--- src/rtl/scl_rx_controller.sv ---
// Receive-only serial-bus byte controller.
// Samples scl/sda through synchronizers, detects start/stop and clock
// edges, shifts in bytes MSB-first, and answers each byte with ACK or
// NACK depending on whether the single-entry output buffer had room.
//
// state     | meaning
// ----------+-------------------------------------------------------
// IDLE      | bus free, waiting for a start condition
// RX_BIT    | shifting in data bits on each scl rise
// ACK_SETUP | 8 bits in, waiting for scl fall to present ACK/NACK
// ACK_DRIVE | ACK/NACK on sda for the 9th clock, released on next fall
module scl_rx_controller #(
  parameter int unsigned ACK_ENABLE = 1
) (
  input  logic       clk,
  input  logic       rst,
  input  logic       scl,
  input  logic       sda_in,
  output logic       sda_out,
  output logic [7:0] rx_data,
  output logic       rx_valid,
  input  logic       rx_ready,
  output logic       busy,
  output logic       overrun
);

  typedef enum logic [1:0] {
    IDLE      = 2'd0,
    RX_BIT    = 2'd1,
    ACK_SETUP = 2'd2,
    ACK_DRIVE = 2'd3
  } state_t;

  logic       scl_s1_q, scl_s2_q, scl_prev_q;
  logic       sda_s1_q, sda_s2_q, sda_prev_q;

  state_t     state_q, state_d;
  logic [3:0] bit_cnt_q, bit_cnt_d;
  logic [7:0] shift_q, shift_d;
  logic [7:0] rx_data_q, rx_data_d;
  logic       rx_valid_q, rx_valid_d;
  logic       overrun_q, overrun_d;
  logic       sda_out_q, sda_out_d;

  logic       scl_rise, scl_fall, start_det, stop_det, buf_free;
  logic       ack_level;

  // Two-flop synchronizers plus one history flop per line; idle-high reset
  // keeps the detectors quiet after reset.
  always_ff @(posedge clk) begin
    if (rst) begin
      scl_s1_q   <= 1'b1;
      scl_s2_q   <= 1'b1;
      scl_prev_q <= 1'b1;
      sda_s1_q   <= 1'b1;
      sda_s2_q   <= 1'b1;
      sda_prev_q <= 1'b1;
    end else begin
      scl_s1_q   <= scl;
      scl_s2_q   <= scl_s1_q;
      scl_prev_q <= scl_s2_q;
      sda_s1_q   <= sda_in;
      sda_s2_q   <= sda_s1_q;
      sda_prev_q <= sda_s2_q;
    end
  end

  assign scl_rise  = scl_s2_q & ~scl_prev_q;
  assign scl_fall  = ~scl_s2_q & scl_prev_q;
  assign start_det = scl_s2_q & scl_prev_q & sda_prev_q & ~sda_s2_q;
  assign stop_det  = scl_s2_q & scl_prev_q & ~sda_prev_q & sda_s2_q;
  assign buf_free  = ~rx_valid_q | rx_ready;
  assign ack_level = (ACK_ENABLE == 0) ? 1'b1 : 1'b0;

  // State and datapath registers.
  always_ff @(posedge clk) begin
    if (rst) begin
      state_q    <= IDLE;
      bit_cnt_q  <= 4'd0;
      shift_q    <= 8'h00;
      rx_data_q  <= 8'h00;
      rx_valid_q <= 1'b0;
      overrun_q  <= 1'b0;
      sda_out_q  <= 1'b1;
    end else begin
      state_q    <= state_d;
      bit_cnt_q  <= bit_cnt_d;
      shift_q    <= shift_d;
      rx_data_q  <= rx_data_d;
      rx_valid_q <= rx_valid_d;
      overrun_q  <= overrun_d;
      sda_out_q  <= sda_out_d;
    end
  end

  // Next-state logic; bus conditions outrank clock edges, and the output
  // buffer drains independently of what the bus is doing.
  always_comb begin
    state_d    = state_q;
    bit_cnt_d  = bit_cnt_q;
    shift_d    = shift_q;
    rx_data_d  = rx_data_q;
    rx_valid_d = rx_valid_q & ~rx_ready;
    overrun_d  = 1'b0;
    sda_out_d  = sda_out_q;

    if (stop_det) begin
      state_d   = IDLE;
      sda_out_d = 1'b1;
    end else if (start_det) begin
      state_d   = RX_BIT;
      bit_cnt_d = 4'd0;
      shift_d   = 8'h00;
      sda_out_d = 1'b1;
    end else begin
      case (state_q)
        IDLE: begin
          sda_out_d = 1'b1;
        end
        RX_BIT: begin
          if (scl_rise) begin
            shift_d   = {shift_q[6:0], sda_s2_q};
            bit_cnt_d = bit_cnt_q + 4'd1;
            if (bit_cnt_q == 4'd7) begin
              state_d = ACK_SETUP;
            end
          end
        end
        ACK_SETUP: begin
          if (scl_fall) begin
            if (buf_free) begin
              rx_data_d  = shift_q;
              rx_valid_d = 1'b1;
              sda_out_d  = ack_level;
            end else begin
              overrun_d = 1'b1;
              sda_out_d = 1'b1;
            end
            state_d = ACK_DRIVE;
          end
        end
        ACK_DRIVE: begin
          if (scl_fall) begin
            sda_out_d = 1'b1;
            bit_cnt_d = 4'd0;
            shift_d   = 8'h00;
            state_d   = RX_BIT;
          end
        end
        default: begin
          state_d   = IDLE;
          sda_out_d = 1'b1;
        end
      endcase
    end
  end

  assign busy     = (state_q != IDLE);
  assign sda_out  = sda_out_q;
  assign rx_data  = rx_data_q;
  assign rx_valid = rx_valid_q;
  assign overrun  = overrun_q;

endmodule
--- config.mk ---
export PLATFORM = sky130hd
export DESIGN_NAME = scl_rx_controller
export DESIGN_NICKNAME = d
export VERILOG_FILES = /design/src/rtl/scl_rx_controller.sv
export SDC_FILE = /design/constraint.sdc
export NUM_CORES = 1
export LEC_CHECK = 0
export ABC_AREA = 0
export BUFFER_PORTS_ARGS = -buffer_cell sky130_fd_sc_hd__buf_4
export CAP_MARGIN = 20
export CORE_AREA = 10 10 62 64
export CTS_BUF_LIST = sky130_fd_sc_hd__clkbuf_8
export DETAILED_ROUTE_END_ITERATION = 12
export DIE_AREA = 0 0 72 74
export HOLD_SLACK_MARGIN = 0.15
export PLACE_DENSITY_LB_ADDON = 0.1
export SYNTH_ARGS = -nofsm -noshare
export SYNTH_HDL_FRONTEND = slang
export SYNTH_SLANG_ARGS = --single-unit
--- constraint.sdc ---
create_clock -name clk -period 1.5 [get_ports clk]
set_input_delay 0.075 -clock clk [delete_from_list [all_inputs] [get_ports clk]]
set_output_delay 0.075 -clock clk [all_outputs]
set_load 0.02 [all_outputs]
# ---- After elaboration in Yosys (flattened, before gate mapping)
# Cells that the tools add are included.
dict set report classes {
  n_addsub 1
  mul 0
  div 0
  magnitude_cmp 0
  n_eq_ne 12
  shifts 0
  n_mux 23
  bitwise 19
  reduce_logical 14
}
# op count
set ops {}
lappend ops {{$mux W8} 3}
lappend ops {{$pmux W8 S2} 1}
lappend ops {{$reduce_and A5 Y1} 3}
lappend ops {{$mux W4} 3}
lappend ops {{$ne A3 B3 Y1 const B} 4}
lappend ops {{$not A1 Y1} 10}
lappend ops {{$mux W1} 9}
lappend ops {{$reduce_bool A3 Y1} 3}
lappend ops {{$and A1 B1 Y1} 8}
lappend ops {{$mux W2} 4}
lappend ops {{$ne A2 B2 Y1 const B} 4}
lappend ops {{$pmux W4 S2} 1}
lappend ops {{$pmux W2 S3} 1}
lappend ops {{$reduce_or A5 Y1} 1}
lappend ops {{$add A4 B1 Y4 const B} 1}
lappend ops {{$eq A2 B2 Y1 const B} 2}
lappend ops {{$eq A4 B3 Y1 const B} 1}
lappend ops {{$reduce_and A4 Y1} 1}
lappend ops {{$reduce_bool A4 Y1} 1}
lappend ops {{$pmux W1 S3} 1}
lappend ops {{$reduce_and A3 Y1} 1}
lappend ops {{$reduce_or A3 Y1} 1}
lappend ops {{$eq A2 B1 Y1 const B} 1}
lappend ops {{$logic_not A2 Y1} 1}
lappend ops {{other kinds (3)} 3}
dict set report totals {
  reg_bits 31
  latch_bits 0
  ram_bits 0
  mem_bits_ro 0
  input_bits 5
  out_inout_bits 12
  word_cells 83
  mem_count 0
}

# ---- Depth between registers and ports, before layout
# Gate-level depths: netlist of the first run.
dict set report depth {
  ltp_word 7
  ltp_mapped 7
  depth_no_buf 5
}

# ---- Worst setup path before layout of the first run
# No wires, ideal clock.
dict set report synth_path {
  path_kind {register to register}
  startpoint {register scl_prev_q}
  endpoint {register bit_cnt_q[1]}
  setup_ps 70
  arrival_ps 1316
  required_time_ps 1430
  path_slack_ps 113
  path_stages_with_launch 7
  path_buffers 2
  synth_period_minus_slack_ps 1387
  cell_sequence {dfxtp_1 buf_6 and4b_1 a211o_1 buf_6 or2_0 a21oi_1}
}
dict set report synth_between {
  elab_chain_len 5
  word_cells_on_any_way 14
  classes_between {eq/ne (2); mux (1); bitwise (9); reduce/logical (2)}
}
# item line_no
set synth_lines {}
lappend synth_lines {{start, declared} 34} ;# logic scl_s1_q, scl_s2_q, scl_prev_q;
lappend synth_lines {{start signal, assigned} 61} ;# scl_prev_q <= scl_s2_q;
lappend synth_lines {{$and A1 B1 Y1} {70, 71}}
lappend synth_lines {{$and A1 B1 Y1, on equally long branches (2 in a row)} {70, 71}}
lappend synth_lines {{$ne A3 B3 Y1 (no line) (tied with other cells)} -}
lappend synth_lines {{$reduce_and A4 Y1 (no line)} -}
lappend synth_lines {{end signal, assigned} 87} ;# bit_cnt_q <= bit_cnt_d;
lappend synth_lines {{end, declared} 38} ;# logic [3:0] bit_cnt_q, bit_cnt_d;
# Parallel ways exist; a longest one is shown, timed or not.
# A chain may end at the register's enable or synchronous reset.

# ---- Worst setup path in the final report of the first run
dict set report layout_path {
  startpoint {register sda_s2_q}
  endpoint {register shift_q[7]}
}
dict set report layout_between {
  elab_chain_len 4
  word_cells_on_any_way 9
  classes_between {eq/ne (2); mux (1); bitwise (4); reduce/logical (2)}
}
# item line_no
set layout_lines {}
lappend layout_lines {{start, declared} 35} ;# logic sda_s1_q, sda_s2_q, sda_prev_q;
lappend layout_lines {{start signal, assigned} 63} ;# sda_s2_q <= sda_s1_q;
lappend layout_lines {{$not A1 Y1} 70} ;# assign start_det = scl_s2_q & scl_prev_q & sda_prev_q & ~sda_s2_q;
lappend layout_lines {{$and A1 B1 Y1} 70}
lappend layout_lines {{$ne A3 B3 Y1 (no line) / $reduce_bool A3 Y1 (equally long branches)} -}
lappend layout_lines {{$reduce_and A4 Y1 (no line)} -}
lappend layout_lines {{end signal, assigned} 88} ;# shift_q <= shift_d;
lappend layout_lines {{end, declared} 39} ;# logic [7:0] shift_q, shift_d;
# Parallel ways exist; a longest one is shown, timed or not.

==> results of run 1 <==
## critical path: cells and delay by family (launching register included)
kind / cells / cell delay, ns
AOI/OAI and AO/OA: 2 / 0.44
buffers and inverters: 1 / 0.18
DFF: 1 / 0.36
and+or+nand+nor: 2 / 0.32
## stage by stage
step / area [um2] / utilization (%) / power (mW) / worst slack [ns] / hold slack, ns
floorplan: 1300 / - / 0.914 / 0.113 / 0.179
global placement: 1470 / 55.2 / 0.936 / 0.0915 / 0.262
detailed placement: 1470 / 55.2 / 0.938 / 0.0498 / 0.263
CTS: 1600 / 59.9 / 1.57 / 0.0260 / 0.422
global route: 1610 / 60.4 / 1.61 / -0.000450 / 0.428
finish: 1610 / 60.4 / 1.55 / 0.0755 / 0.416
## cell families after synthesis
| logic type | share of synthesized area (%) |
|---|---|
| fa+ha+maj | 0.962 |
| flops | 47.7 |
| buf+inv | 6.35 |
| compound gates | 14.5 |
| xor+xnor | 0.674 |
| mux | 1.54 |
| simple gates | 28.2 |
## metal layers
metal | global-route usage (%) | routed length (um) | up-vias
met5 | 0 | 0 | -
met4 | 4.52 | 16 | 0
met3 | 4.39 | 109 | 2
met2 | 15.6 | 1220 | 18
met1 | 12.0 | 1190 | 470
li1 | - | - | 522
## report_power, final
| part | total (mW) | internal [mW] | switching (mW) |
|---|---|---|---|
| logic | 0.0875 | 0.0492 | 0.0383 |
| registers | 0.842 | 0.833 | 0.00904 |
| clock network | 0.616 | 0.317 | 0.299 |
## worst min path at each step
stage	slack [ns]	startpoint	end
floorplan	0.18	scl	scl_s1_q
global placement	0.26	scl	scl_s1_q
detailed placement	0.26	scl	scl_s1_q
CTS	0.42	sda_s1_q	sda_s2_q
global route	0.43	scl_s1_q	scl_s2_q
finish	0.42	scl_s1_q	scl_s2_q
## area by class of cell
class / count / share of cell area, %
Timing Repair Buffer: 30 / 14.6
Clock buffer: 5 / 4.28
Tap cell: 31 / 2.41
Sequential cell: 31 / 38.8
Inverter: 5 / 1.17
Clock inverter: 3 / 1.01
Multi-Input combinational cell: 87 / 37.7
## cells in the final DEF, fill, tap and decap left out
| cell type | count |
|---|---|
| nand4bb_1 | 1 |
| buf_4 | 26 |
| o21ai_1 | 2 |
| nor3_1 | 2 |
| or3_1 | 1 |
| o21ai_0 | 15 |
| xor2_1 | 1 |
| nand3_1 | 2 |
| a32oi_1 | 1 |
| inv_1 | 6 |
| or2_2 | 6 |
| and3b_1 | 1 |
| ha_1 | 1 |
| nand3b_1 | 16 |
| nand4b_1 | 2 |
| and4b_1 | 3 |
| nand2b_1 | 12 |
| o32ai_1 | 2 |
| clkinvlp_4 | 1 |
| nor3b_4 | 1 |
| a21boi_0 | 3 |
| o22ai_1 | 1 |
| clkbuf_8 | 5 |
| a31o_2 | 1 |
| dlygate4sd3_1 | 4 |
| dfxtp_2 | 3 |
| mux2i_1 | 2 |
| a211o_4 | 1 |
| dfxtp_1 | 28 |
| nor2_1 | 4 |
| a21o_1 | 1 |
| a21oi_2 | 1 |
| or2_0 | 1 |
| a21oi_1 | 3 |
| clkinv_2 | 1 |
## sequential cells by signal, indices dropped and copies added (netlist names)
name,count
scl_prev_q,1
sda_prev_q,1
rx_valid,1
sda_s1_q,1
sda_out,1
bit_cnt_q,4
state_q,2
scl_s2_q,1
rx_data,8
scl_s1_q,1
sda_s2_q,1
overrun,1
shift_q,8
## what timing repair did
action | CTS | global route
hold buffers | 4 | 0
resized for setup | 0 | 4
setup endpoints to repair | 0 | 9
endpoints found under the hold margin | 8 | 0
==> impl_results.md, run 1 <==
- Die width: 72 um
- Area delta synth->final: 23.7%
- Antenna Cells: 0
- Status: complete, no violations
- Biggest cell delay along the critical path: 0.36 ns
- Nets: 166
- First-pass GRT wire length: 4330 um
- Post-synthesis sequential area ratio: 47.7%
- Reg2reg path depth: 5
- Most common cell in the synthesized netlist: dfxtp_1
- Average size of a mapped cell: 9.70 um2
- CTS tree: built
- CTS Buf Count: 5
- Top_reg_cell synth: dfxtp_1
- Max_cap viols: 0
- Register area: 624 um2
- Warnings from Yosys: 0
- Wire length per cell: 13.2 um
- Launch point of the worst path: sda_s2_q
- Final antenna-violating net count: 0
- Worst-path clk slew: 0.06 ns
- Die Y: 74 um
- Grt total ovfl: 0
- Static Leak: 0.625 nW
- Number of synthesized flops with an enable pin: 0
- Syn Std Cell Area: 1300 um2
- Buffers on Ports: 16
- Worst-Skew Late Latency: 0.28 ns
- Slew @ Worst Pin: 0.236 ns
- Top cells by count, synth: dfxtp_1, nand3b_1, o21ai_0, nand2b_1, or2_2
- Initial antenna violation count: 0
- Post-Syn Instances: 134
- Yosys top cell area share: 47.7%
- Final hold violation count: 0
- Crit-path slowest cell: dfxtp_1
- Layout Cells excl Fill: 192
- CP endpoint: shift_q[7]
- CTS Root Cell: clkbuf_8
- Largest net degree at the start of global routing: 32
- Critical-path cell list: and4b_1, a211o_4, buf_4, nand3b_1, o21ai_0
- Data required, critical path: 1.66 ns
- Reg-to-reg endpoint: shift_q[7]
- Slew margin rel.: 84.3%
- Filler cells: 254
- Core area: 2660 um2
- DRC Markers: 0
- Longest Clk Path Bufs: 2
- IO Count: 17
- Synth cell types: 33
- Critical path arrival: 1.58 ns
- Fin crit period: 1.42 ns
- Vias: 1,012
- Worst reg2reg startpoint: sda_s2_q
- Syn nets: 140
- DP Wirelength: 1720 um
- # setup viols final: 0
- TritonRoute pass-1 iters: 4
- Starting DRC count in detailed routing: 38
- Crit path capture type: register
- Wirelength, routed: 2540 um
- Core Rows: 19
- Slew Viols, Final: 0
- Max frequency: 702 MHz
- FF+latch count, synth: 31
- Sink Count: 31
- Starting Density: 48.8%
- Share of layout cells above drive strength 1: 28.6%
- Worst hold path depth: 1
- FF-to-FF setup slack: 0.08 ns
- Cell Pwr Density: 961 nW/um2
- Synth area leaders: dfxtp_1, nand3b_1, nand2b_1
- Min-delay worst type: reg2reg
- Clk_skew: 0.00608 ns
- Total Routing Usage GR: 10.1%
- Placed cell count: 180
- GPL Wtd Cong: 0.726
- Setup TNS: 0 ns
- Footprint of the multi-input gates: 606 um2
- Synth area leader: dfxtp_1
- Worst IR Drop VDD: 0.000773 V
- Vias per Instance: 5.27
- Worst setup SP type: register
- Async SR Flop Fraction: 0%
- Critical path class: reg2reg
- CP Max Fanout: 13
- Full die area: 5330 um2
- Crit share post-route: 95.0%
- H-tree Lvls: 2
- Setup bufs post-CTS: 0
- Vias in the first global route: 941
Note: power is estimated with default switching activity, not from simulation.
==> run 2: changes to the inputs <==
CORE_AREA = 4 4 56 58   (was 10 10 62 64)
DIE_AREA = 0 0 60 62   (was 0 0 72 74)
SLEW_MARGIN = 0   (was not set)
==> run 2 against run 1 <==
Maximum frequency rose by 1.5%. Final cell count up 0.52%. Die area fell by 30%. Hold slack got worse by 0.0082 ns. Global-route usage rose by 5.8 points. Clock power rose by 37%. Clock skew is 0.0030 ns lower. Utilization is 1.7 points higher. Sequential share of layout area decreased by 1.2 points. Sequential power hardly changed.
==> impl_results.md, run 2 (synthesis gave the netlist of run 1 again) <==
- H-tree Lvls: 2 (unchanged)
- First-pass GRT wire length: 4260 um (-1.6%)
- Max frequency: 713 MHz (+1.5%)
- RSZ-0062 raised after global routing: no
- CTS tree: built
- Die width: 60 um (-17%)
- Slew Viols, Final: 0 (unchanged)
- Static Leak: 0.659 nW (+5.3%)
- Status: complete, no violations
- Starting Density: 48.8% (unchanged)
- Initial antenna violation count: 0 (unchanged)
- Setup TNS: 0 ns (unchanged)
- CTS Buf Count: 5 (unchanged)
- Share of layout cells above drive strength 1: 29.0% (+0.44 points)
- DP Wirelength: 1650 um (-4.3%)
- Full die area: 3720 um2 (-30%)
- Starting DRC count in detailed routing: 17 (-55%)
- Total Routing Usage GR: 15.9% (+5.8 points)
- Crit share post-route: 93.6% (-1.4 points)
- Area delta synth->final: 27.1%
- DRC Markers: 0 (unchanged)
- Core Rows: 19 (unchanged)
- Grt total ovfl: 0 (unchanged)
- Antenna Cells: 0 (unchanged)
- Slew @ Worst Pin: 0.248 ns (+0.0120 ns)
- Wire length per cell: 12.7 um (-4.0%)
- Worst-path clk slew: 0.06 ns (about the same)
- Buffers on Ports: 16 (unchanged)
- Largest net degree at the start of global routing: 32 (unchanged)
- Die Y: 62 um (-16%)
- Cell Pwr Density: 1070 nW/um2 (+11%)
- Data required, critical path: 1.66 ns (about the same)
- Filler cells: 243 (-4.3%)
- Clk_skew: 0.00311 ns (-0.00298 ns)
- Sink Count: 31 (unchanged)
- Crit path capture type: register
- Worst setup SP type: register
- Most common cell after layout, fill and taps aside: dfxtp_1
- Final hold violation count: 0 (unchanged)
- Vias in the first global route: 963 (+2.3%)
- Vias: 1,019 (+0.69%)
- Core area: 2660 um2 (unchanged)
- CTS Root Cell: clkbuf_8
- Nets: 167 (+0.60%)
- Slew margin rel.: 83.5% (-0.78 points)
- Longest Clk Path Bufs: 2 (unchanged)
- Vias per Instance: 5.28 (+0.17%)
- Wirelength, routed: 2450 um (-3.5%)
- Fin crit period: 1.40 ns (-0.0211 ns)
- CP Max Fanout: 8 (-5)
- Final hold slack: 0.408 ns (-0.00817 ns)
- Most frequent cells in the layout: dfxtp_1, buf_4, nand3b_1, o21ai_0, nand2b_1
- Worst-Skew Late Latency: 0.28 ns (about the same)
- Min-delay worst type: reg2reg
- Final core utilization: 62.1% (+1.7 points)
- Final antenna-violating net count: 0 (unchanged)
- Critical path class: reg2reg
- Critical path arrival: 1.57 ns (about the same)
- TritonRoute pass-1 iters: 4 (unchanged)
- Max_cap viols: 0 (unchanged)
- IO Count: 17 (unchanged)
- GPL Wtd Cong: 0.747 (+2.9%)
- Worst IR Drop VDD: 0.00114 V (+48%)
- # setup viols final: 0 (unchanged)
-- run 2: cell types whose count changed in the layout (fill, tap and decap cells not counted) --
cell	previous run	this run
dfxtp_2	3	1
bufinv_16	0	1
buf_4	26	27
dfxtp_1	28	30
inv_1	6	5
clkbuf_8	5	6
nand2b_1	12	11
clkinvlp_4	1	0
nand2b_4	0	1
-- run 2: through the flow --
stage	total power, mW	std cells	setup WS, ns	cell area [um2]
global route	1.85	193	0.0153	1650
global placement	0.936	181	0.0570	1480
CTS	1.79	193	0.0414	1640
floorplan	0.914	134	0.113	1300
finish	1.77	193	0.0966	1650
detailed placement	0.939	181	0.0206	1480
-- run 2: timing repair --
action | in CTS | in global routing
endpoints found under the hold margin | 7 | 0
resized for setup | 1 | 3
setup endpoints to repair | 1 | 14
hold buffers | 4 | 0
buffers inserted | 0 | 0
-- run 2: layer usage --
metal,vias to the layer above,track usage (%),routed length [um]
met5,-,0,0
met4,0,7.91,48
met3,6,7.02,122
met2,18,25.3,1120
met1,473,18.2,1160
li1,522,-,-
-- run 2: worst paths after layout --
path | to | cells past startpoint | slack, ns | from
max | shift_q[3] | 5 | 0.1 | scl_prev_q
min | sda_s2_q | 1 | 0.41 | sda_s1_q
max reg2reg | shift_q[3] | 5 | 0.1 | scl_prev_q
min reg2reg | sda_s2_q | 1 | 0.41 | sda_s1_q
-- run 2: area by class of cell --
type                            count  area [um2]  share of cell area, %
Timing Repair Buffer               31         243                   14.7
Tap cell                           31        38.8                   2.35
Clock inverter                      2        35.0                   2.12
Inverter                            5        18.8                   1.14
Sequential cell                    31         622                   37.6
Multi-Input combinational cell     87         613                   37.1
Clock buffer                        6        82.6                   5.00
-- run 2: critical path: stages (launching register included) --
cell      delay [ns]
dfxtp_1         0.36
and4b_1         0.24
a211o_4         0.36
buf_4           0.17
nand3b_1        0.08
o21ai_0         0.08
-- run 2: report_power, final --
group          internal [mW]  switching (mW)  leakage (nW)
logic                 0.0502          0.0387         0.347
clock network          0.537           0.304        0.0612
registers              0.833         0.00834         0.251
==> run 3: changes to the inputs <==
CTS_BUF_LIST = sky130_fd_sc_hd__clkbuf_4   (was sky130_fd_sc_hd__clkbuf_8)
RECOVER_POWER = 25   (was not set)
==> run 3 against run 2 <==
Hold slack better by 0.0083 ns. Utilization decreased by 2.0 points. Cell area is 3.3% lower. Final cell count is 0.52% higher. Register-to-register slack barely moved. Combinational power is 2% higher. Critical endpoint is now scl_s1_q. Highest routed layer unchanged.
==> impl_results.md, run 3 (synthesis gave the netlist of run 1 again) <==
- First-pass GRT wire length: 4260 um (unchanged)
- Slew Viols, Final: 0 (unchanged)
- CTS Buf Count: 5 (unchanged)
- Wirelength, routed: 2470 um (+0.98%)
- Final core utilization: 60.1% (-2.0 points)
- Worst-path clk slew: 0.10 ns (+0.04 ns)
- Grt total ovfl: 0 (unchanged)
- Final Worst Setup Slack: 0.0329 ns (-0.0636 ns)
- Most frequent cells in the layout: dfxtp_1, buf_4, nand3b_1, o21ai_0, nand2b_1
- Crit path capture type: register
- CTS Root Cell: clkbuf_4
- Setup TNS: 0 ns (unchanged)
- Setup bufs post-CTS: 0 (unchanged)
- Min-delay src: sda_s1_q
- Worst IR Drop VDD: 0.000801 V (-30%)
- CP Max Fanout: 31 (+23)
- Nets: 168 (+0.60%)
- Die width: 60 um (unchanged)
- Slew margin rel.: 82.2% (-1.2 points)
- Vias per Instance: 5.28 (about the same)
- Total Routing Usage GR: 15.7% (-0.17 points)
- Fin crit period: 1.47 ns (+0.0636 ns)
- Register area: 622 um2 (unchanged)
- Final antenna-violating net count: 0 (unchanged)
- Max_cap viols: 0 (unchanged)
- CTS tree: built
- Most common cell after layout, fill and taps aside: dfxtp_1
- Critical path class: in2reg
- Clk_skew: 0.00720 ns (+0.00409 ns)
- Min-delay worst type: reg2reg
- RSZ-0062 raised after global routing: no
- Buffers on Ports: 16 (unchanged)
- # setup viols final: 0 (unchanged)
- Status: complete, no violations
- DP Wirelength: 1650 um (unchanged)
- Worst setup SP type: input pin
- Wire length per cell: 12.8 um (+0.46%)
- Initial antenna violation count: 0 (unchanged)
- Full die area: 3720 um2 (unchanged)
- Worst reg2reg startpoint: scl_prev_q
- Data required, critical path: 1.73 ns (+0.07 ns)
- Final hold violation count: 0 (unchanged)
- Starting Density: 48.8% (unchanged)
- Footprint of the multi-input gates: 613 um2 (unchanged)
- Longest Clk Path Bufs: 2 (unchanged)
- Crit share post-route: 97.8% (+4.2 points)
- Max frequency: 682 MHz (-4.3%)
- Core area: 2660 um2 (unchanged)
- Starting DRC count in detailed routing: 20 (+3)
- Area delta synth->final: 23.0%
- Critical path arrival: 1.69 ns (+0.12 ns)
- GPL Wtd Cong: 0.747 (unchanged)
- Final hold slack: 0.416 ns (+0.00834 ns)
- IO Count: 17 (unchanged)
- Cell Pwr Density: 973 nW/um2 (-9.2%)
- Largest net degree at the start of global routing: 32 (unchanged)
- Total power: 1.56 mW (-12%)
- H-tree Lvls: 2 (unchanged)
- Filler cells: 245 (+0.82%)
- Static Leak: 0.619 nW (-6.1%)
- Vias: 1,025 (+0.59%)
- Slew @ Worst Pin: 0.268 ns (+0.0197 ns)
- Worst-Skew Late Latency: 0.33 ns (+0.05 ns)
- Sink Count: 31 (unchanged)
- Core Rows: 19 (unchanged)
- Share of layout cells above drive strength 1: 24.5% (-4.5 points)
- Pre-CTS setup slack: 0.0206 ns (unchanged)
- Antenna Cells: 0 (unchanged)
- TritonRoute pass-1 iters: 4 (unchanged)
- DRC Markers: 0 (unchanged)
- Launch point of the worst path: rst
- Die Y: 62 um (unchanged)
- Vias in the first global route: 981 (+1.9%)
-- run 3: cell types whose count changed in the layout (fill, tap and decap cells not counted) --
cell	before	now
buf_4	27	21
clkbuf_1	0	6
clkbuf_8	6	0
clkbuf_4	0	5
clkinv_1	0	1
dlygate4sd3_1	4	5
-- run 3: power breakdown --
part	internal (mW)	switching (mW)
Combinational	0.0519	0.0388
Sequential	0.832	0.00859
Clock	0.342	0.281
-- run 3: cell type report --
type / count / share of cell area [%]
clock buffers: 5 / 2.35
flip-flops and latches: 31 / 38.9
well taps: 31 / 2.43
inverters: 5 / 1.17
repair buffers: 32 / 14.4
multi-input cells: 87 / 38.3
clock inverters: 3 / 2.43
-- run 3: metrics by stage --
step           instances  area [um2]
2_1_floorplan        134        1300
3_3_place_gp         181        1480
3_5_place_dp         181        1480
4_1_cts              194        1610
5_1_grt              194        1600
6_report             194        1600
-- run 3: worst paths after layout --
path	end	slack, ns	cells past startpoint
min reg2reg	sda_s2_q	0.42	1
min	sda_s2_q	0.42	1
max	scl_s1_q	0.03	4
max reg2reg	shift_q[3]	0.10	5
-- run 3: metal layers --
metal  wire [um]  track usage (%)  share of wire (%)  up-vias
met3         115             4.75                4.6        8
met1        1150             18.1                 47      473
met5           0                0                  0        -
li1            -                -                  -      524
met2        1140             25.8                 46       20
met4          61             9.49                2.5        0
-- run 3: repair_timing --
item,in CTS,in global routing
endpoints found under the hold margin,9,0
resized for setup,1,3
hold buffers,5,0
endpoints found under the setup margin,1,15
-- run 3: worst max-delay path, stage by stage --
cell,delay [ns]
dlygate4sd3_1,0.53
buf_4,0.22
or2_2,0.31
dlygate4sd3_1,0.56
